===== src/rtl/conv_feeder_pkg.sv =====
// Shared FSM encoding and default geometry for the conv engine feeder.
package conv_feeder_pkg;

    localparam int DEF_PAT_W   = 8;
    localparam int DEF_KER_W   = 8;
    localparam int DEF_PAT_NUM = 64;
    localparam int DEF_KER_NUM = 9;

    typedef enum logic [1:0] {
        ST_IDLE   = 2'd0,
        ST_STREAM = 2'd1,
        ST_DRAIN  = 2'd2,
        ST_FIN    = 2'd3
    } state_e;

endpackage


===== src/rtl/conv_feeder_buf.sv =====
// Single-write buffer with one registered read port; the read register returns 0 when not reading.
module conv_feeder_buf #(
    parameter int WIDTH = 8,
    parameter int DEPTH = 64,
    localparam int AW = (DEPTH > 1) ? $clog2(DEPTH) : 1
) (
    input  logic             clk_i,
    input  logic             rst_n_i,
    input  logic             wr_en_i,
    input  logic [AW-1:0]    wr_addr_i,
    input  logic [WIDTH-1:0] wr_data_i,
    input  logic             rd_en_i,
    input  logic [AW-1:0]    rd_addr_i,
    output logic [WIDTH-1:0] rd_data_o
);

    logic [WIDTH-1:0] mem_q [DEPTH];
    logic [WIDTH-1:0] rd_data_q;

    // Storage is deliberately left out of reset so contents survive an aborted run.
    always_ff @(posedge clk_i) begin
        if (wr_en_i && (int'(wr_addr_i) < DEPTH)) begin
            mem_q[wr_addr_i] <= wr_data_i;
        end
    end

    always_ff @(posedge clk_i or negedge rst_n_i) begin
        if (!rst_n_i) begin
            rd_data_q <= '0;
        end else if (rd_en_i) begin
            rd_data_q <= mem_q[rd_addr_i];
        end else begin
            rd_data_q <= '0;
        end
    end

    assign rd_data_o = rd_data_q;

endmodule


===== src/rtl/conv_feeder.sv =====
// Streams a stored pattern and a cyclic kernel into the conv engine, then waits for its results.
module conv_feeder
    import conv_feeder_pkg::*;
#(
    parameter int PAT_W   = DEF_PAT_W,
    parameter int KER_W   = DEF_KER_W,
    parameter int PAT_NUM = DEF_PAT_NUM,
    parameter int KER_NUM = DEF_KER_NUM,
    parameter int TIMEOUT = 1024
) (
    input  logic                                        Aclk,
    input  logic                                        rst_n,
    input  logic                                        wr_en,
    input  logic                                        wr_sel,
    input  logic [$clog2(PAT_NUM)-1:0]                  wr_addr,
    input  logic [((PAT_W > KER_W) ? PAT_W : KER_W)-1:0] wr_data,
    input  logic                                        start,
    input  logic                                        result_done,
    output logic [PAT_W-1:0]                            Xin,
    output logic [KER_W-1:0]                            Kin,
    output logic                                        x_valid,
    output logic                                        busy,
    output logic                                        done,
    output logic [15:0]                                 res_cnt,
    output logic                                        timeout
);

    localparam int PAW = $clog2(PAT_NUM);
    localparam int KAW = (KER_NUM > 1) ? $clog2(KER_NUM) : 1;
    localparam int TW  = $clog2(TIMEOUT + 1);
    localparam logic [PAW:0]   PIDX_END  = (PAW + 1)'(PAT_NUM);
    localparam logic [KAW-1:0] KIDX_LAST = KAW'(KER_NUM - 1);

    state_e         state_q, state_d;
    logic [PAW:0]   pidx_q, pidx_d;
    logic [KAW-1:0] kidx_q, kidx_d;
    logic [TW-1:0]  dcnt_q, dcnt_d;
    logic [15:0]    res_cnt_q, res_cnt_d;
    logic           timeout_q, timeout_d;
    logic           prev_q, prev_d;
    logic           x_valid_q, x_valid_d;
    logic           pat_rd, ker_rd;
    logic           idle;

    assign idle = (state_q == ST_IDLE);

    always_ff @(posedge Aclk or negedge rst_n) begin
        if (!rst_n) begin
            state_q   <= ST_IDLE;
            pidx_q    <= '0;
            kidx_q    <= '0;
            dcnt_q    <= '0;
            res_cnt_q <= '0;
            timeout_q <= 1'b0;
            prev_q    <= 1'b0;
            x_valid_q <= 1'b0;
        end else begin
            state_q   <= state_d;
            pidx_q    <= pidx_d;
            kidx_q    <= kidx_d;
            dcnt_q    <= dcnt_d;
            res_cnt_q <= res_cnt_d;
            timeout_q <= timeout_d;
            prev_q    <= prev_d;
            x_valid_q <= x_valid_d;
        end
    end

    // STREAM spends one extra cycle at PIDX_END so the last word leaves the read register before DRAIN.
    always_comb begin
        state_d   = state_q;
        pidx_d    = pidx_q;
        kidx_d    = kidx_q;
        dcnt_d    = dcnt_q;
        res_cnt_d = res_cnt_q;
        timeout_d = timeout_q;
        prev_d    = result_done;
        x_valid_d = 1'b0;
        pat_rd    = 1'b0;
        ker_rd    = 1'b0;
        unique case (state_q)
            ST_IDLE: begin
                if (start) begin
                    state_d   = ST_STREAM;
                    pidx_d    = '0;
                    kidx_d    = '0;
                    dcnt_d    = '0;
                    res_cnt_d = '0;
                    timeout_d = 1'b0;
                    prev_d    = 1'b0;
                end
            end
            ST_STREAM: begin
                ker_rd = 1'b1;
                if (pidx_q == PIDX_END) begin
                    state_d = ST_DRAIN;
                end else begin
                    pat_rd    = 1'b1;
                    x_valid_d = 1'b1;
                    pidx_d    = pidx_q + 1'b1;
                end
            end
            ST_DRAIN: begin
                dcnt_d = dcnt_q + 1'b1;
                if (prev_q && !result_done) begin
                    state_d = ST_FIN;
                end else if (dcnt_q == TW'(TIMEOUT)) begin
                    state_d   = ST_FIN;
                    timeout_d = 1'b1;
                end else begin
                    ker_rd = 1'b1;
                end
            end
            ST_FIN: begin
                state_d = ST_IDLE;
            end
        endcase
        if (ker_rd) begin
            kidx_d = (kidx_q == KIDX_LAST) ? '0 : kidx_q + 1'b1;
        end
        if ((state_q == ST_STREAM || state_q == ST_DRAIN) && result_done && res_cnt_q != 16'hFFFF) begin
            res_cnt_d = res_cnt_q + 16'd1;
        end
    end

    conv_feeder_buf #(.WIDTH(PAT_W), .DEPTH(PAT_NUM)) u_pat_buf (
        .clk_i     (Aclk),
        .rst_n_i   (rst_n),
        .wr_en_i   (wr_en && idle && !wr_sel),
        .wr_addr_i (wr_addr),
        .wr_data_i (wr_data[PAT_W-1:0]),
        .rd_en_i   (pat_rd),
        .rd_addr_i (pidx_q[PAW-1:0]),
        .rd_data_o (Xin)
    );

    conv_feeder_buf #(.WIDTH(KER_W), .DEPTH(KER_NUM)) u_ker_buf (
        .clk_i     (Aclk),
        .rst_n_i   (rst_n),
        .wr_en_i   (wr_en && idle && wr_sel),
        .wr_addr_i (wr_addr[KAW-1:0]),
        .wr_data_i (wr_data[KER_W-1:0]),
        .rd_en_i   (ker_rd),
        .rd_addr_i (kidx_q),
        .rd_data_o (Kin)
    );

    assign x_valid = x_valid_q;
    assign busy    = !idle;
    assign done    = (state_q == ST_FIN);
    assign res_cnt = res_cnt_q;
    assign timeout = timeout_q;

endmodule

===== config.mk =====
export PLATFORM = sky130hd
export DESIGN_NAME = conv_feeder
export DESIGN_NICKNAME = d
export VERILOG_FILES = /design/src/rtl/conv_feeder_pkg.sv /design/src/rtl/conv_feeder_buf.sv /design/src/rtl/conv_feeder.sv
export SDC_FILE = /design/constraint.sdc
export NUM_CORES = 1
export LEC_CHECK = 0
export CORE_UTILIZATION = 30
export DETAILED_ROUTE_END_ITERATION = 16
export HOLD_SLACK_MARGIN = 0.15
export PLACE_DENSITY = 0.42
export SLEW_MARGIN = 15
export SYNTH_ARGS = -nofsm -noshare
export SYNTH_HDL_FRONTEND = slang
export SYNTH_SLANG_ARGS = --single-unit

===== constraint.sdc =====
create_clock -name Aclk -period 2.6 [get_ports Aclk]
set_clock_uncertainty 0.2 [all_clocks]
set_input_delay 0.39 -clock Aclk [delete_from_list [all_inputs] [get_ports Aclk]]
set_output_delay 0.39 -clock Aclk [all_outputs]
set_load 0.02 [all_outputs]

# Word level (Yosys, flattened, before mapping)
# Memories as Yosys holds them, arrays and structs flattened.
# Cells that the tools add are included.
# totals
memories	2
out_inout_bits	36
elab_cells	88
regBits	59
ram_bits	584
# classes
add_sub_neg	4
reduce_logical	24
n_eq_ne	13
order_cmp	1
n_mux	34
# memory_table
memory	words	width	rd	rd_ports_with_merged_regs	write_ports	line_no	rtl
u_pat_buf.mem_q	64	8	1	0	1	conv_feeder_buf.sv:17	logic [WIDTH-1:0] mem_q [DEPTH];
u_ker_buf.mem_q	9	8	1	0	1	conv_feeder_buf.sv:17	
# ops
op	n
16-bit 2-to-1 mux	3
11-bit case mux with 2 select lines	1
16-bit by 1-bit adder with 16-bit output (second input constant)	1
4-bit 2-to-1 mux	4
8-bit 2-to-1 mux	2
16-bit inequality test (second input constant)	1
7-bit 2-to-1 mux	2
7-bit case mux with 2 select lines	1
1-bit 2-to-1 mux	13
2-bit nonzero test	6
11-bit by 1-bit adder with 11-bit output (second input constant)	1
11-bit equality test (second input constant)	1
11-bit 2-to-1 mux	1
2-bit inequality test (second input constant)	5
2-bit 2-to-1 mux	4
2-bit case mux with 4 select lines	1
7-bit by 1-bit adder with 7-bit output (second input constant)	1
7-bit equality test (second input constant)	1
1-bit logical AND	7
2-bit AND reduction	3
3-bit AND reduction	2
4-bit by 1-bit adder with 4-bit output (second input constant)	1
2-bit equality test (second input constant)	2
4-bit equality test (second input constant)	1
8 further kinds	11

# Logic depth before layout (Yosys ltp)
# depth
ltp_word	6
ltp_mapped	11
ltp_nobuf	7

# By module
# A second synthesis with hierarchy kept.
# unflattened
hier_cells	1398
area_unflattened_um2	25861.1
# modules_own_cells
module	n_inst	area_per_inst_um2	cells_per_inst	seq_area_each_um2
conv_feeder_buf at u_pat_buf	1	20229.4	945	15574.9
conv_feeder_buf at u_ker_buf	1	3159.3	180	2362.3
conv_feeder	1	2472.4	273	1076.0

# Worst setup path after synthesis
# OpenSTA, ideal clock, no wires.
# synth_path
path_kind	flip-flop to flip-flop
startpoint	register state_q[0]
endpoint	memory u_pat_buf.mem_q[43][0] (enable)
n_path_buf	1
stages_incl_launch_ff	8
t_arrival_ps	2042
slack_ps	-25
t_required_ps	2017
cell_sequence	dfrtp_1 inv_1 ha_1 buf_2 nand2_1 nor2_1 nand4b_1 nor3_1
# synth_via
elab_chain_cells	5
# synth_rtl
element	line_no	rtl
from (decl)	conv_feeder.sv:34	state_e state_q, state_d;
from (signal assigned)	conv_feeder.sv:58	state_q <= state_d;
2-bit logical NOT	conv_feeder.sv:45	assign idle = (state_q == ST_IDLE);
1-bit logical AND (2 in a row)	conv_feeder.sv:129	.wr_en_i (wr_en && idle && !wr_sel),
1-bit 2-to-1 mux	conv_feeder_buf.sv:22	if (wr_en_i && (int'(wr_addr_i) < DEPTH)) begin
1-bit 2-to-1 mux (not written as such)	conv_feeder_buf.sv:23	mem_q[wr_addr_i] <= wr_data_i;
to (decl)	conv_feeder_buf.sv:17	
# No other way between the ends.

# Worst setup path in the final report
# layout_path
startpoint	register pidx_q[1]
endpoint	register u_pat_buf.rd_data_q[6], in the netlist u_pat_buf.rd_data_o[6]
# layout_via
elab_chain_cells	4
# layout_rtl
element	line_no	rtl
from (decl)	conv_feeder.sv:35	logic [PAW:0] pidx_q, pidx_d;
from (signal assigned)	conv_feeder.sv:59	pidx_q <= pidx_d;
branches (longest 3 deep; another with memory read 64 x 8 bit)	--	
8-bit 2-to-1 mux *	conv_feeder_buf.sv:30	end else if (rd_en_i) begin
to (signal assigned)	conv_feeder_buf.sv:31	rd_data_q <= mem_q[rd_addr_i];
to (decl)	conv_feeder_buf.sv:18	logic [WIDTH-1:0] rd_data_q;
# Mark *: on every way between the ends.
# A chain may end at the register's enable or synchronous reset.

==> impl_metrics.env <==
export IMPL_die_y_um=295
export IMPL_netlist_area_leader_share=0.681
export IMPL_synth_area_leaders="edfxtp_1 (68%), mux4_2 (10%), dfrtp_1 (5.7%)"
export IMPL_crit_required_ps=2890
export IMPL_antenna_cells=0
export IMPL_ys_flop_type="edfxtp_1"
export IMPL_dpl_hpwl_um=43500
export IMPL_p_leak_nw=10.5
export IMPL_mostFrequentLayoutCells="edfxtp_1 (584), buf_4 (196), nor2_1 (130), mux4_2 (117), clkbuf_16 (73)"
export IMPL_whs_ps=248
export IMPL_start_kind="register"
export IMPL_worst_endpoint_arrival_ps=2880
export IMPL_dr_pass1_iters=6
export IMPL_relSlewSlack=0.407
export IMPL_vias=13665
export IMPL_rows=107
export IMPL_dieArea_um2=87000
export IMPL_place_congestion=0.793
export IMPL_drive_gt1_frac=0.287
export IMPL_core_um2=85000
export IMPL_clkTransAtPathRegs_ps=60
export IMPL_crit_top_cell="buf_12"
export IMPL_async_flop_share=0.0918
export IMPL_cts_tree="built"
export IMPL_cts_made_buffers=73
export IMPL_slew_violations=0
export IMPL_viasPerCell=4.73
export IMPL_drc=0
export IMPL_clock_path_buffers=3
export IMPL_syn_cell_area_um2=25700
export IMPL_ioPinCount=56
export IMPL_fin_crit_sh=0.996
export IMPL_outcome="finished, final reports clean"
export IMPL_synth_cells=1390
export IMPL_grt_setup_unrepaired="yes"
export IMPL_ys_seq_area_frac=0.739
export IMPL_synth_edf_count=584
export IMPL_antenna_found_initial=2
export IMPL_routed_wl_um=66800
export IMPL_grt_max_degree=74
export IMPL_ir_drop_mv=0.427
export IMPL_grt_pass1_vias=14272
export IMPL_track_usage=0.157
export IMPL_period_needed_ps=2590
export IMPL_hold_viol=0
export IMPL_globalRouteOverflowTotal=0
export IMPL_clk_insertion_delay_late_ps=620
export IMPL_wl_per_cell_um=23.1
export IMPL_layout_commonest_cell="edfxtp_1"
export IMPL_path_buf_inv=2
export IMPL_synth_top_area_cell="edfxtp_1"
export IMPL_synth_distinct_cells=56
export IMPL_fp_dieW_um=295
export IMPL_fmax_ghz=0.386
export IMPL_tightest_slew_ps=890
export IMPL_setup_violations=0
export IMPL_cp_max_fo=14
export IMPL_nets=1720
export IMPL_cts_sinks=643
export IMPL_h_tree_depth=3
export IMPL_avgSynthCellArea_um2=18.5
export IMPL_detail_route_antenna_nets=0
export IMPL_grt_pass1_wl_um=98000
export IMPL_critPathMaxStageDelay_ps=560
export IMPL_hold_path_class="input port to register"
export IMPL_end_kind="register"
export IMPL_fin_ws_ps=11.5
export IMPL_p_per_area_nw_per_um2=922
export IMPL_drt_iter0_markers=862
export IMPL_critPathSlowestCell="dfrtp_4"
export IMPL_tns_ps=0
export IMPL_drv_cap=0
export IMPL_numPortBuffers=55
export IMPL_crit_family="compound AO/OA/AOI/OAI gates"
export IMPL_critPathKind="register to register"
export IMPL_synth_nets=1421
export IMPL_synth_seq_cells=643
export IMPL_initial_core_util=0.303
export IMPL_syn_to_final_growth_pct=23.9
export IMPL_pre_cts_slack_ps=-218
export IMPL_ys_warn_count=0
export IMPL_crit_chain="buf_12, buf_12, mux4_2, a22o_1, a211o_1, and3_1, a221o_1"
export IMPL_root_buffer="clkbuf_16"
[sequential cells by signal, summed over array words and instances, names as in the netlist]
register	cells
u_pat_buf.rd_data_o	8
state_q	2
u_pat_buf.mem_q	512
u_ker_buf.rd_data_o	8
res_cnt	16
pidx_q	7
kidx_q	4
prev_q	1
x_valid	1
timeout	1
dcnt_q	11
u_ker_buf.mem_q	72
[stage by stage]
step / std cells / power (mW) / instance area, µm² / util
after floorplan: 1390 / 16.4 / 25700 / -
after global placement: 2737 / 19.7 / 29400 / 0.345
after detailed placement: 2737 / 19.7 / 29400 / 0.345
after CTS: 2883 / 29.7 / 31800 / 0.374
after global routing: 2889 / 30.6 / 31900 / 0.375
final: 2889 / 29.4 / 31900 / 0.375
[report_power, final]
group	switching, mW	leakage, nW	internal [mW]
Sequential	0.312	6.04	11.5
Clock	4.13	1.09	5.62
Combinational	4.00	3.42	3.81
[what timing repair did]
| action | CTS | global route |
|---|---|---|
| resized for setup | 9 | 14 |
| gates cloned | 0 | 0 |
| hold endpoints to repair | 290 | 0 |
| setup buffers | 6 | 6 |
| endpoints found under the setup margin | 7 | 27 |
| hold buffers | 9 | 0 |
| pin swaps | 1 | 2 |
[worst paths after layout]
kind                                             from                      to  slack, ps  cells after the start
max in group asynchronous                       rst_n              res_cnt[2]        500                      4
worst max-delay path                        pidx_q[1]  u_pat_buf.rd_data_o[6]         10                      7
worst min-delay path                       wr_data[3]  u_pat_buf.mem_q[54][3]        250                      1
worst max register to register              pidx_q[1]  u_pat_buf.rd_data_o[6]         10                      7
worst min register to register  u_ker_buf.mem_q[8][5]  u_ker_buf.rd_data_o[5]        300                      2
min in group asynchronous                       rst_n              res_cnt[1]        660                      4
[routing by layer]
metal	wire [µm]	up-vias	GRT usage
met5	11	-	0
met4	1290	2	0.0466
met3	2840	81	0.0247
met2	31900	287	0.254
met1	30800	7117	0.216
li1	-	6178	-
[final cells by class]
type	count	area [µm²]
multi-input combinational	656	6370
clock inverter	44	363
inverter	21	78.8
sequential	643	19000
tap	1144	1430
fill	7866	53100
timing repair buffer	294	2730
clock buffer	87	1890
[synthesized netlist by cell type (all sizes together), types with 4 or more instances]
master,count
edfxtp,584
nor2,130
mux4,123
mux2i,77
dfrtp,59
nand3,41
buf,40
nand2,39
clkbuf,30
mux2,26
o21ai,23
inv,20
a21oi,17
nor2b,16
a22o,14
nor3,14
nand4,12
a211oi,11
ha,11
or3,11
xnor2,10
a211o,8
a22oi,8
nand2b,6
o22ai,6
a2111oi,5
and3,5
and2,4
nand3b,4
xor2,4
[kinds of logic (layout without fill, tap and decap cells)]
group	count (synthesis)	in the layout	share of synthesized area
xor+xnor	14	14	0.00476
flops	643	643	0.739
buf+inv	91	446	0.0175
fa+ha+maj	11	11	0.00535
compound gates	112	112	0.0308
mux	226	226	0.150
simple gates	293	293	0.0530
No activity file was read; power rests on OpenSTA's default activity.
